--- src/rtl/cgra_pkg.sv ---
// Shared types and constants for the single-tile CGRA: op/source encodings,
// config register addresses and the PE config layout.
package cgra_pkg;
  localparam int WORD_W = 16;
  localparam logic [31:0] PE_CFG_ADDR  = 32'h0;
  localparam logic [31:0] OUT_CFG_ADDR = 32'h1;

  typedef enum logic [3:0] {
    OP_ADD   = 4'd0,
    OP_SUB   = 4'd1,
    OP_AND   = 4'd2,
    OP_OR    = 4'd3,
    OP_XOR   = 4'd4,
    OP_SHL   = 4'd5,
    OP_MUL   = 4'd6,
    OP_PASS  = 4'd7,
    OP_CONST = 4'd8
  } op_e;

  typedef enum logic [1:0] {
    SRC_S2 = 2'd0,
    SRC_S3 = 2'd1,
    SRC_S0 = 2'd2,
    SRC_S1 = 2'd3
  } src_e;

  typedef struct packed {
    logic [WORD_W-1:0] cnst;
    logic [3:0]        op;
    src_e              src_b;
    src_e              src_a;
  } pe_cfg_t;

  function automatic logic [WORD_W-1:0] src_sel(input src_e s,
      input logic [WORD_W-1:0] s0, s1, s2, s3);
    case (s)
      SRC_S2:  src_sel = s2;
      SRC_S3:  src_sel = s3;
      SRC_S0:  src_sel = s0;
      default: src_sel = s1;
    endcase
  endfunction
endpackage

--- src/rtl/cgra_if.sv ---
// Configuration address/data bus; sampled by the tile on every rising edge.
interface cgra_if;
  logic [31:0] config_addr_in;
  logic [31:0] config_data_in;
  modport master (output config_addr_in, output config_data_in);
  modport slave  (input  config_addr_in, input  config_data_in);
endinterface

--- src/rtl/cgra_pe.sv ---
// Combinational PE ALU. The 16x16 multiplier exists only when CGRA_MUL_EN is
// defined; otherwise OP_MUL returns zero like the unused opcodes.
module cgra_pe
  import cgra_pkg::*;
(
  input  logic [WORD_W-1:0] a,
  input  logic [WORD_W-1:0] b,
  input  logic [WORD_W-1:0] cnst,
  input  logic [3:0]        op,
  output logic [WORD_W-1:0] res
);
`ifdef CGRA_MUL_EN
  logic [2*WORD_W-1:0] prod;
  assign prod = a * b;
`endif

  always_comb begin
    res = '0;
    case (op)
      OP_ADD:   res = a + b;
      OP_SUB:   res = a - b;
      OP_AND:   res = a & b;
      OP_OR:    res = a | b;
      OP_XOR:   res = a ^ b;
      OP_SHL:   res = a << cnst[3:0];
`ifdef CGRA_MUL_EN
      OP_MUL:   res = prod[WORD_W-1:0];
`endif
      OP_PASS:  res = a;
      OP_CONST: res = cnst;
      default:  res = '0;
    endcase
  end
endmodule

--- src/rtl/cgra_top.sv ---
// Single-tile CGRA top: gathers pad sides into words (T0 = MSB), runs one
// configurable PE op and registers the result onto S0 pads. Optional: CGRA_MUL_EN.
module cgra_top
  import cgra_pkg::*;
(
  input  logic clk_in,
  input  logic reset_in,
  cgra_if.slave cfg,
  input  logic pad_S0_T0_in, pad_S0_T1_in, pad_S0_T2_in, pad_S0_T3_in,
  input  logic pad_S0_T4_in, pad_S0_T5_in, pad_S0_T6_in, pad_S0_T7_in,
  input  logic pad_S0_T8_in, pad_S0_T9_in, pad_S0_T10_in, pad_S0_T11_in,
  input  logic pad_S0_T12_in, pad_S0_T13_in, pad_S0_T14_in, pad_S0_T15_in,
  input  logic pad_S1_T0_in, pad_S1_T1_in, pad_S1_T2_in, pad_S1_T3_in,
  input  logic pad_S1_T4_in, pad_S1_T5_in, pad_S1_T6_in, pad_S1_T7_in,
  input  logic pad_S1_T8_in, pad_S1_T9_in, pad_S1_T10_in, pad_S1_T11_in,
  input  logic pad_S1_T12_in, pad_S1_T13_in, pad_S1_T14_in, pad_S1_T15_in,
  input  logic pad_S2_T0_in, pad_S2_T1_in, pad_S2_T2_in, pad_S2_T3_in,
  input  logic pad_S2_T4_in, pad_S2_T5_in, pad_S2_T6_in, pad_S2_T7_in,
  input  logic pad_S2_T8_in, pad_S2_T9_in, pad_S2_T10_in, pad_S2_T11_in,
  input  logic pad_S2_T12_in, pad_S2_T13_in, pad_S2_T14_in, pad_S2_T15_in,
  input  logic pad_S3_T0_in, pad_S3_T1_in, pad_S3_T2_in, pad_S3_T3_in,
  input  logic pad_S3_T4_in, pad_S3_T5_in, pad_S3_T6_in, pad_S3_T7_in,
  input  logic pad_S3_T8_in, pad_S3_T9_in, pad_S3_T10_in, pad_S3_T11_in,
  input  logic pad_S3_T12_in, pad_S3_T13_in, pad_S3_T14_in, pad_S3_T15_in,
  output logic pad_S0_T0_out, pad_S0_T1_out, pad_S0_T2_out, pad_S0_T3_out,
  output logic pad_S0_T4_out, pad_S0_T5_out, pad_S0_T6_out, pad_S0_T7_out,
  output logic pad_S0_T8_out, pad_S0_T9_out, pad_S0_T10_out, pad_S0_T11_out,
  output logic pad_S0_T12_out, pad_S0_T13_out, pad_S0_T14_out, pad_S0_T15_out,
  input  logic tdi,
  input  logic tms,
  input  logic tck,
  input  logic trst_n,
  output logic tdo
);
  logic [WORD_W-1:0] s0_w, s1_w, s2_w, s3_w, a_w, b_w, alu_w;
  pe_cfg_t           pe_cfg_q, pe_cfg_d;
  logic              out_hold_q, out_hold_d;
  logic [WORD_W-1:0] out_q, out_d;

  assign s0_w = {pad_S0_T0_in, pad_S0_T1_in, pad_S0_T2_in, pad_S0_T3_in,
                 pad_S0_T4_in, pad_S0_T5_in, pad_S0_T6_in, pad_S0_T7_in,
                 pad_S0_T8_in, pad_S0_T9_in, pad_S0_T10_in, pad_S0_T11_in,
                 pad_S0_T12_in, pad_S0_T13_in, pad_S0_T14_in, pad_S0_T15_in};
  assign s1_w = {pad_S1_T0_in, pad_S1_T1_in, pad_S1_T2_in, pad_S1_T3_in,
                 pad_S1_T4_in, pad_S1_T5_in, pad_S1_T6_in, pad_S1_T7_in,
                 pad_S1_T8_in, pad_S1_T9_in, pad_S1_T10_in, pad_S1_T11_in,
                 pad_S1_T12_in, pad_S1_T13_in, pad_S1_T14_in, pad_S1_T15_in};
  assign s2_w = {pad_S2_T0_in, pad_S2_T1_in, pad_S2_T2_in, pad_S2_T3_in,
                 pad_S2_T4_in, pad_S2_T5_in, pad_S2_T6_in, pad_S2_T7_in,
                 pad_S2_T8_in, pad_S2_T9_in, pad_S2_T10_in, pad_S2_T11_in,
                 pad_S2_T12_in, pad_S2_T13_in, pad_S2_T14_in, pad_S2_T15_in};
  assign s3_w = {pad_S3_T0_in, pad_S3_T1_in, pad_S3_T2_in, pad_S3_T3_in,
                 pad_S3_T4_in, pad_S3_T5_in, pad_S3_T6_in, pad_S3_T7_in,
                 pad_S3_T8_in, pad_S3_T9_in, pad_S3_T10_in, pad_S3_T11_in,
                 pad_S3_T12_in, pad_S3_T13_in, pad_S3_T14_in, pad_S3_T15_in};

  assign a_w = src_sel(pe_cfg_q.src_a, s0_w, s1_w, s2_w, s3_w);
  assign b_w = src_sel(pe_cfg_q.src_b, s0_w, s1_w, s2_w, s3_w);

  cgra_pe u_pe (
    .a    (a_w),
    .b    (b_w),
    .cnst (pe_cfg_q.cnst),
    .op   (pe_cfg_q.op),
    .res  (alu_w)
  );

  // No write strobe: the addressed register reloads on every edge.
  always_comb begin
    pe_cfg_d   = pe_cfg_q;
    out_hold_d = out_hold_q;
    if (cfg.config_addr_in == PE_CFG_ADDR)
      pe_cfg_d = '{cnst:  cfg.config_data_in[31:16],
                   op:    cfg.config_data_in[7:4],
                   src_b: src_e'(cfg.config_data_in[3:2]),
                   src_a: src_e'(cfg.config_data_in[1:0])};
    if (cfg.config_addr_in == OUT_CFG_ADDR)
      out_hold_d = cfg.config_data_in[0];
    out_d = out_hold_q ? out_q : alu_w;
  end

  always_ff @(posedge clk_in or posedge reset_in) begin
    if (reset_in) begin
      pe_cfg_q   <= '0;
      out_hold_q <= 1'b0;
      out_q      <= '0;
    end else begin
      pe_cfg_q   <= pe_cfg_d;
      out_hold_q <= out_hold_d;
      out_q      <= out_d;
    end
  end

  assign {pad_S0_T0_out, pad_S0_T1_out, pad_S0_T2_out, pad_S0_T3_out,
          pad_S0_T4_out, pad_S0_T5_out, pad_S0_T6_out, pad_S0_T7_out,
          pad_S0_T8_out, pad_S0_T9_out, pad_S0_T10_out, pad_S0_T11_out,
          pad_S0_T12_out, pad_S0_T13_out, pad_S0_T14_out, pad_S0_T15_out} = out_q;

  assign tdo = 1'b0;

  // JTAG pins and reserved config bits are intentionally ignored.
  logic unused_ok;
  assign unused_ok = ^{tdi, tms, tck, trst_n, cfg.config_data_in[15:8],
                       cfg.config_data_in[31:1]};
endmodule

--- src/flat_wrapper.sv ---
// flat-port wrapper written by rule: the top's interface ports become plain ports
module cgra_top_flat import cgra_pkg::*;
  (clk_in, reset_in, pad_S0_T0_in, pad_S0_T1_in, pad_S0_T2_in, pad_S0_T3_in, pad_S0_T4_in, pad_S0_T5_in, pad_S0_T6_in, pad_S0_T7_in, pad_S0_T8_in, pad_S0_T9_in, pad_S0_T10_in, pad_S0_T11_in, pad_S0_T12_in, pad_S0_T13_in, pad_S0_T14_in, pad_S0_T15_in, pad_S1_T0_in, pad_S1_T1_in, pad_S1_T2_in, pad_S1_T3_in, pad_S1_T4_in, pad_S1_T5_in, pad_S1_T6_in, pad_S1_T7_in, pad_S1_T8_in, pad_S1_T9_in, pad_S1_T10_in, pad_S1_T11_in, pad_S1_T12_in, pad_S1_T13_in, pad_S1_T14_in, pad_S1_T15_in, pad_S2_T0_in, pad_S2_T1_in, pad_S2_T2_in, pad_S2_T3_in, pad_S2_T4_in, pad_S2_T5_in, pad_S2_T6_in, pad_S2_T7_in, pad_S2_T8_in, pad_S2_T9_in, pad_S2_T10_in, pad_S2_T11_in, pad_S2_T12_in, pad_S2_T13_in, pad_S2_T14_in, pad_S2_T15_in, pad_S3_T0_in, pad_S3_T1_in, pad_S3_T2_in, pad_S3_T3_in, pad_S3_T4_in, pad_S3_T5_in, pad_S3_T6_in, pad_S3_T7_in, pad_S3_T8_in, pad_S3_T9_in, pad_S3_T10_in, pad_S3_T11_in, pad_S3_T12_in, pad_S3_T13_in, pad_S3_T14_in, pad_S3_T15_in, pad_S0_T0_out, pad_S0_T1_out, pad_S0_T2_out, pad_S0_T3_out, pad_S0_T4_out, pad_S0_T5_out, pad_S0_T6_out, pad_S0_T7_out, pad_S0_T8_out, pad_S0_T9_out, pad_S0_T10_out, pad_S0_T11_out, pad_S0_T12_out, pad_S0_T13_out, pad_S0_T14_out, pad_S0_T15_out, tdi, tms, tck, trst_n, tdo, cfg_config_addr_in, cfg_config_data_in);
  cgra_if cfg_i ();
  input  logic clk_in;
  input  logic reset_in;
  input  logic pad_S0_T0_in;
  input  logic pad_S0_T1_in;
  input  logic pad_S0_T2_in;
  input  logic pad_S0_T3_in;
  input  logic pad_S0_T4_in;
  input  logic pad_S0_T5_in;
  input  logic pad_S0_T6_in;
  input  logic pad_S0_T7_in;
  input  logic pad_S0_T8_in;
  input  logic pad_S0_T9_in;
  input  logic pad_S0_T10_in;
  input  logic pad_S0_T11_in;
  input  logic pad_S0_T12_in;
  input  logic pad_S0_T13_in;
  input  logic pad_S0_T14_in;
  input  logic pad_S0_T15_in;
  input  logic pad_S1_T0_in;
  input  logic pad_S1_T1_in;
  input  logic pad_S1_T2_in;
  input  logic pad_S1_T3_in;
  input  logic pad_S1_T4_in;
  input  logic pad_S1_T5_in;
  input  logic pad_S1_T6_in;
  input  logic pad_S1_T7_in;
  input  logic pad_S1_T8_in;
  input  logic pad_S1_T9_in;
  input  logic pad_S1_T10_in;
  input  logic pad_S1_T11_in;
  input  logic pad_S1_T12_in;
  input  logic pad_S1_T13_in;
  input  logic pad_S1_T14_in;
  input  logic pad_S1_T15_in;
  input  logic pad_S2_T0_in;
  input  logic pad_S2_T1_in;
  input  logic pad_S2_T2_in;
  input  logic pad_S2_T3_in;
  input  logic pad_S2_T4_in;
  input  logic pad_S2_T5_in;
  input  logic pad_S2_T6_in;
  input  logic pad_S2_T7_in;
  input  logic pad_S2_T8_in;
  input  logic pad_S2_T9_in;
  input  logic pad_S2_T10_in;
  input  logic pad_S2_T11_in;
  input  logic pad_S2_T12_in;
  input  logic pad_S2_T13_in;
  input  logic pad_S2_T14_in;
  input  logic pad_S2_T15_in;
  input  logic pad_S3_T0_in;
  input  logic pad_S3_T1_in;
  input  logic pad_S3_T2_in;
  input  logic pad_S3_T3_in;
  input  logic pad_S3_T4_in;
  input  logic pad_S3_T5_in;
  input  logic pad_S3_T6_in;
  input  logic pad_S3_T7_in;
  input  logic pad_S3_T8_in;
  input  logic pad_S3_T9_in;
  input  logic pad_S3_T10_in;
  input  logic pad_S3_T11_in;
  input  logic pad_S3_T12_in;
  input  logic pad_S3_T13_in;
  input  logic pad_S3_T14_in;
  input  logic pad_S3_T15_in;
  output logic pad_S0_T0_out;
  output logic pad_S0_T1_out;
  output logic pad_S0_T2_out;
  output logic pad_S0_T3_out;
  output logic pad_S0_T4_out;
  output logic pad_S0_T5_out;
  output logic pad_S0_T6_out;
  output logic pad_S0_T7_out;
  output logic pad_S0_T8_out;
  output logic pad_S0_T9_out;
  output logic pad_S0_T10_out;
  output logic pad_S0_T11_out;
  output logic pad_S0_T12_out;
  output logic pad_S0_T13_out;
  output logic pad_S0_T14_out;
  output logic pad_S0_T15_out;
  input  logic tdi;
  input  logic tms;
  input  logic tck;
  input  logic trst_n;
  output logic tdo;
  input wire logic [$bits(cfg_i.config_addr_in)-1:0] cfg_config_addr_in;
  input wire logic [$bits(cfg_i.config_data_in)-1:0] cfg_config_data_in;
  assign cfg_i.config_addr_in = cfg_config_addr_in;
  assign cfg_i.config_data_in = cfg_config_data_in;
  cgra_top u_core (.clk_in(clk_in), .reset_in(reset_in), .cfg(cfg_i), .pad_S0_T0_in(pad_S0_T0_in), .pad_S0_T1_in(pad_S0_T1_in), .pad_S0_T2_in(pad_S0_T2_in), .pad_S0_T3_in(pad_S0_T3_in), .pad_S0_T4_in(pad_S0_T4_in), .pad_S0_T5_in(pad_S0_T5_in), .pad_S0_T6_in(pad_S0_T6_in), .pad_S0_T7_in(pad_S0_T7_in), .pad_S0_T8_in(pad_S0_T8_in), .pad_S0_T9_in(pad_S0_T9_in), .pad_S0_T10_in(pad_S0_T10_in), .pad_S0_T11_in(pad_S0_T11_in), .pad_S0_T12_in(pad_S0_T12_in), .pad_S0_T13_in(pad_S0_T13_in), .pad_S0_T14_in(pad_S0_T14_in), .pad_S0_T15_in(pad_S0_T15_in), .pad_S1_T0_in(pad_S1_T0_in), .pad_S1_T1_in(pad_S1_T1_in), .pad_S1_T2_in(pad_S1_T2_in), .pad_S1_T3_in(pad_S1_T3_in), .pad_S1_T4_in(pad_S1_T4_in), .pad_S1_T5_in(pad_S1_T5_in), .pad_S1_T6_in(pad_S1_T6_in), .pad_S1_T7_in(pad_S1_T7_in), .pad_S1_T8_in(pad_S1_T8_in), .pad_S1_T9_in(pad_S1_T9_in), .pad_S1_T10_in(pad_S1_T10_in), .pad_S1_T11_in(pad_S1_T11_in), .pad_S1_T12_in(pad_S1_T12_in), .pad_S1_T13_in(pad_S1_T13_in), .pad_S1_T14_in(pad_S1_T14_in), .pad_S1_T15_in(pad_S1_T15_in), .pad_S2_T0_in(pad_S2_T0_in), .pad_S2_T1_in(pad_S2_T1_in), .pad_S2_T2_in(pad_S2_T2_in), .pad_S2_T3_in(pad_S2_T3_in), .pad_S2_T4_in(pad_S2_T4_in), .pad_S2_T5_in(pad_S2_T5_in), .pad_S2_T6_in(pad_S2_T6_in), .pad_S2_T7_in(pad_S2_T7_in), .pad_S2_T8_in(pad_S2_T8_in), .pad_S2_T9_in(pad_S2_T9_in), .pad_S2_T10_in(pad_S2_T10_in), .pad_S2_T11_in(pad_S2_T11_in), .pad_S2_T12_in(pad_S2_T12_in), .pad_S2_T13_in(pad_S2_T13_in), .pad_S2_T14_in(pad_S2_T14_in), .pad_S2_T15_in(pad_S2_T15_in), .pad_S3_T0_in(pad_S3_T0_in), .pad_S3_T1_in(pad_S3_T1_in), .pad_S3_T2_in(pad_S3_T2_in), .pad_S3_T3_in(pad_S3_T3_in), .pad_S3_T4_in(pad_S3_T4_in), .pad_S3_T5_in(pad_S3_T5_in), .pad_S3_T6_in(pad_S3_T6_in), .pad_S3_T7_in(pad_S3_T7_in), .pad_S3_T8_in(pad_S3_T8_in), .pad_S3_T9_in(pad_S3_T9_in), .pad_S3_T10_in(pad_S3_T10_in), .pad_S3_T11_in(pad_S3_T11_in), .pad_S3_T12_in(pad_S3_T12_in), .pad_S3_T13_in(pad_S3_T13_in), .pad_S3_T14_in(pad_S3_T14_in), .pad_S3_T15_in(pad_S3_T15_in), .pad_S0_T0_out(pad_S0_T0_out), .pad_S0_T1_out(pad_S0_T1_out), .pad_S0_T2_out(pad_S0_T2_out), .pad_S0_T3_out(pad_S0_T3_out), .pad_S0_T4_out(pad_S0_T4_out), .pad_S0_T5_out(pad_S0_T5_out), .pad_S0_T6_out(pad_S0_T6_out), .pad_S0_T7_out(pad_S0_T7_out), .pad_S0_T8_out(pad_S0_T8_out), .pad_S0_T9_out(pad_S0_T9_out), .pad_S0_T10_out(pad_S0_T10_out), .pad_S0_T11_out(pad_S0_T11_out), .pad_S0_T12_out(pad_S0_T12_out), .pad_S0_T13_out(pad_S0_T13_out), .pad_S0_T14_out(pad_S0_T14_out), .pad_S0_T15_out(pad_S0_T15_out), .tdi(tdi), .tms(tms), .tck(tck), .trst_n(trst_n), .tdo(tdo));
endmodule
--- config.mk ---
export PLATFORM = sky130hd
export DESIGN_NAME = cgra_top_flat
export DESIGN_NICKNAME = d
export VERILOG_FILES = /design/src/rtl/cgra_pkg.sv /design/src/rtl/cgra_if.sv /design/src/rtl/cgra_pe.sv /design/src/rtl/cgra_top.sv /design/src/flat_wrapper.sv
export SDC_FILE = /design/constraint.sdc
export NUM_CORES = 1
export LEC_CHECK = 0
export BUFFER_PORTS_ARGS = -buffer_cell sky130_fd_sc_hd__clkbuf_2
export CELL_PAD_IN_SITES_DETAIL_PLACEMENT = 0
export CELL_PAD_IN_SITES_GLOBAL_PLACEMENT = 1
export CORE_MARGIN = 2
export CORE_UTILIZATION = 44
export DETAILED_ROUTE_END_ITERATION = 10
export PLACE_DENSITY_LB_ADDON = 0.1
export RECOVER_POWER = 100
export SLEW_MARGIN = 30
export SYNTH_ARGS = -nofsm -noshare
export SYNTH_HDL_FRONTEND = slang
export SYNTH_SLANG_ARGS = --single-unit
--- constraint.sdc ---
create_clock -name clk_in -period 11.2 [get_ports clk_in]
set_input_delay 1.12 -clock clk_in [delete_from_list [all_inputs] [get_ports clk_in]]
set_output_delay 1.12 -clock clk_in [all_outputs]
set_load 0.01 [all_outputs]
==> results.json <==
{
  "status": "finished, violations left",
  "violations": "max-capacitance violations, max-slew violations",
  "numPortBuffers": 137,
  "max_slew.worst_pin.slew_ns": 2.243,
  "start_kind": "input port",
  "max_freq_mhz": 206.2,
  "min_from": "u_core.out_q[10]$_DFFE_PP0N_",
  "avgSynthCellArea_um2": 9.418,
  "ioPinCount": 151,
  "coreArea_um2": 11910,
  "arrival_ns": 5.06,
  "reg2reg_to": "u_core.out_q[15]$_DFFE_PP0N_",
  "antenna_found_initial": 0,
  "yosysTopAreaCellShare_pct": 19.28,
  "ant_nets": 0,
  "numCtsBuffers": 5,
  "crit_top_cell": "a21oi_1",
  "synth_top_area_cell": "dfrtp_1",
  "areaGrowthSynthToFinish_pct": 15.52,
  "setup_tns_ns": 0,
  "finalNetCount": 863,
  "hold_viol": 0,
  "syn-num-nets": 748,
  "critical_path_class": "input port to flip-flop",
  "regToRegStartpoint": "u_core.pe_cfg_q[2]$_DFFE_PP0N_",
  "post-cts-setup-buffers": 0,
  "grt_pass1_wl_um": 24720,
  "die-area_um2": 12990,
  "die-height_um": 114.0,
  "min_period_ns": 4.851,
  "leakagePower_nw": 2.774,
  "synth_common_cells": "nand2_1, ha_1, dfrtp_1",
  "irDropWorstVdd_mv": 0.04659,
  "fin_util_pct": 51.61,
  "synth-edff-count": 0,
  "initial_core_util_pct": 44.67,
  "num_vias": 4884,
  "synth_area_um2": 5321,
  "num_rows": 40,
  "cts.sink_count": 41,
  "dp_cells": 818,
  "setup_ws_ns": 6.349,
  "antennaDiodeCount": 0,
  "slew_headroom_pct": -49.51,
  "timing.hold.ws_ns": 0.4776,
  "clkLatencyLatePin_ns": 0.30,
  "dieWidth_um": 114.0,
  "grt_max_degree": 42,
  "yosysSeqAreaShare_pct": 19.28,
  "final_cell_area_um2": 6147,
  "synthMostInstantiatedCell": "nand2_1",
  "synth_cell_types": 75,
  "via_per_inst": 5.899,
  "crit_required_ns": 11.41,
  "place_area_um2": 6008,
  "gp_congestion": 0.9162,
  "synthFlopType": "dfrtp_1",
  "hold_buffers": 0,
  "powerDensity_nw_per_um2": 80.25,
  "postRouteWirelength_um": 15580,
  "cts.htree.levels": 2,
  "crit_path_max_fanout": 6,
  "finalSetupViolCount": 0,
  "holdPathEnd": "u_core.out_q[10]$_DFFE_PP0N_",
  "yosysWarnings": 0,
  "crit_path_end_kind": "flip-flop",
  "power_uw": 493.3,
  "ctsRootBufferMaster": "clkbuf_16",
  "drive_gt1_share_pct": 30.69,
  "path_cells": "clkbuf_1 -> mux4_2 -> nor4_1 -> and3_1 -> nor2_1 -> xnor2_1 -> ha_1 -> a21o_1 -> a21oi_1 -> a2bb2oi_1 -> a21oi_1 -> or3_2 -> a211o_2 -> o221ai_1",
  "rsz0062_at_grt": "no",
  "detail_route.first_pass.iterations": 7,
  "cts_resized": 0,
  "grtUsageTotal_pct": 24.65,
  "clock_path_buffers": 2,
  "cts_tree": "done",
  "ys_ff_latch": 41,
  "crit_buf_inv": 1,
  "period_share_pct": 43.31,
  "slowest_stage": "nor4_1",
  "clk_pin_slew_ns": 0.06,
  "syn-instance-count": 565,
  "cpPeakStageDelay_ns": 0.68,
  "async_flop_share_pct": 100.0,
  "min_path_type": "flip-flop to flip-flop",
  "slew_viol_final": 42,
  "cap_violations": 2,
  "reg2regPathDepth": 13,
  "drc_errors": 0,
  "grt_overflow": 0,
  "clock-skew-final_ns": 0.007159,
  "synthTopCellsByArea": "dfrtp_1, ha_1, mux4_2",
  "worstHoldPathCells": 1,
  "drt-initial-drc-count": 223,
  "final_cells": 828,
  "grt_pass1_vias": 4684,
  "dp_hpwl_um": 12570,
  "cp_top_family": "simple AND/OR/NAND/NOR gates",
  "post-place-ws_ns": 6.391,
  "post_drt_wl_per_cell_um": 18.82,
  "rrSetupSlack_ns": 6.46
}
## state kept, by name, summed over array words and instances, names as in the netlist
signal / flops
u_core.pe_cfg_q: 24
u_core.out_q: 16
u_core.out_hold_q: 1
## logic make-up (layout without fill, tap and decap cells)
family | count (synthesis) | in the layout | share of synthesized area [%]
and+or+nand+nor | 153 | 153 | 14.23
AOI/OAI and AO/OA | 138 | 138 | 18.01
muxes | 82 | 82 | 24.81
buffers and inverters | 75 | 191 | 7.665
adders and majority gates | 49 | 49 | 11.66
DFF | 41 | 41 | 19.28
xor gates and xnor gates | 26 | 26 | 4.279
other | 1 | 1 | 0.07047
## power by group
group / leakage [nW] / internal, mW / switching [mW]
Sequential: 0.521 / 0.161 / 0.00673
Combinational: 2.17 / 0.0700 / 0.0832
Clock: 0.0841 / 0.111 / 0.0609
Total: 2.77 / 0.342 / 0.151
## cells in the final DEF (no fill, tap or decap), drive strengths merged, types with 7 or more instances in the layout
| cell type | n |
|---|---|
| a21oi | 22 |
| a221oi | 13 |
| a31oi | 9 |
| clkbuf | 146 |
| dfrtp | 41 |
| ha | 48 |
| inv | 38 |
| mux2 | 35 |
| mux2i | 14 |
| mux4 | 33 |
| nand2 | 61 |
| nand3 | 7 |
| nor2 | 33 |
| nor3 | 11 |
| nor4 | 9 |
| o21a | 7 |
| o21ai | 32 |
| xnor2 | 19 |
| xor2 | 7 |
## worst max-delay path by stage
| stage | cells past startpoint | start | to | slack (ns) |
|---|---|---|---|---|
| finish | 14 | pad_S1_T15_in | u_core.out_q[15]$_DFFE_PP0N_ | 6.35 |
| global route | 14 | pad_S1_T15_in | u_core.out_q[15]$_DFFE_PP0N_ | 6.01 |
| CTS | 13 | u_core.pe_cfg_q[2]$_DFFE_PP0N_ | u_core.out_q[15]$_DFFE_PP0N_ | 6.46 |
| detailed placement | 14 | pad_S1_T15_in | u_core.out_q[15]$_DFFE_PP0N_ | 6.39 |
| global placement | 14 | pad_S1_T15_in | u_core.out_q[15]$_DFFE_PP0N_ | 6.39 |
| floorplan | 13 | pad_S1_T15_in | u_core.out_q[15]$_DFFE_PP0N_ | 6.87 |
## area by class of cell
cell class,instances,area (um^2)
flip-flops and latches,41,1028
well taps,147,183.9
fillers,1173,5764
multi-input cells,449,3902
inverters,39,146.4
clock buffers,7,142.6
clock inverters,1,30.03
repair buffers,144,713.2
## metal layers
layer  vias to the layer above  track usage [%]  wire length [um]
li1                       2355                -                 -
met1                      2335            35.69              7429
met2                       184            37.78              6836
met3                        10            5.473              1118
met4                         0            5.447               199
met5                         -                0                 0
No activity file was read; power rests on OpenSTA's default activity.
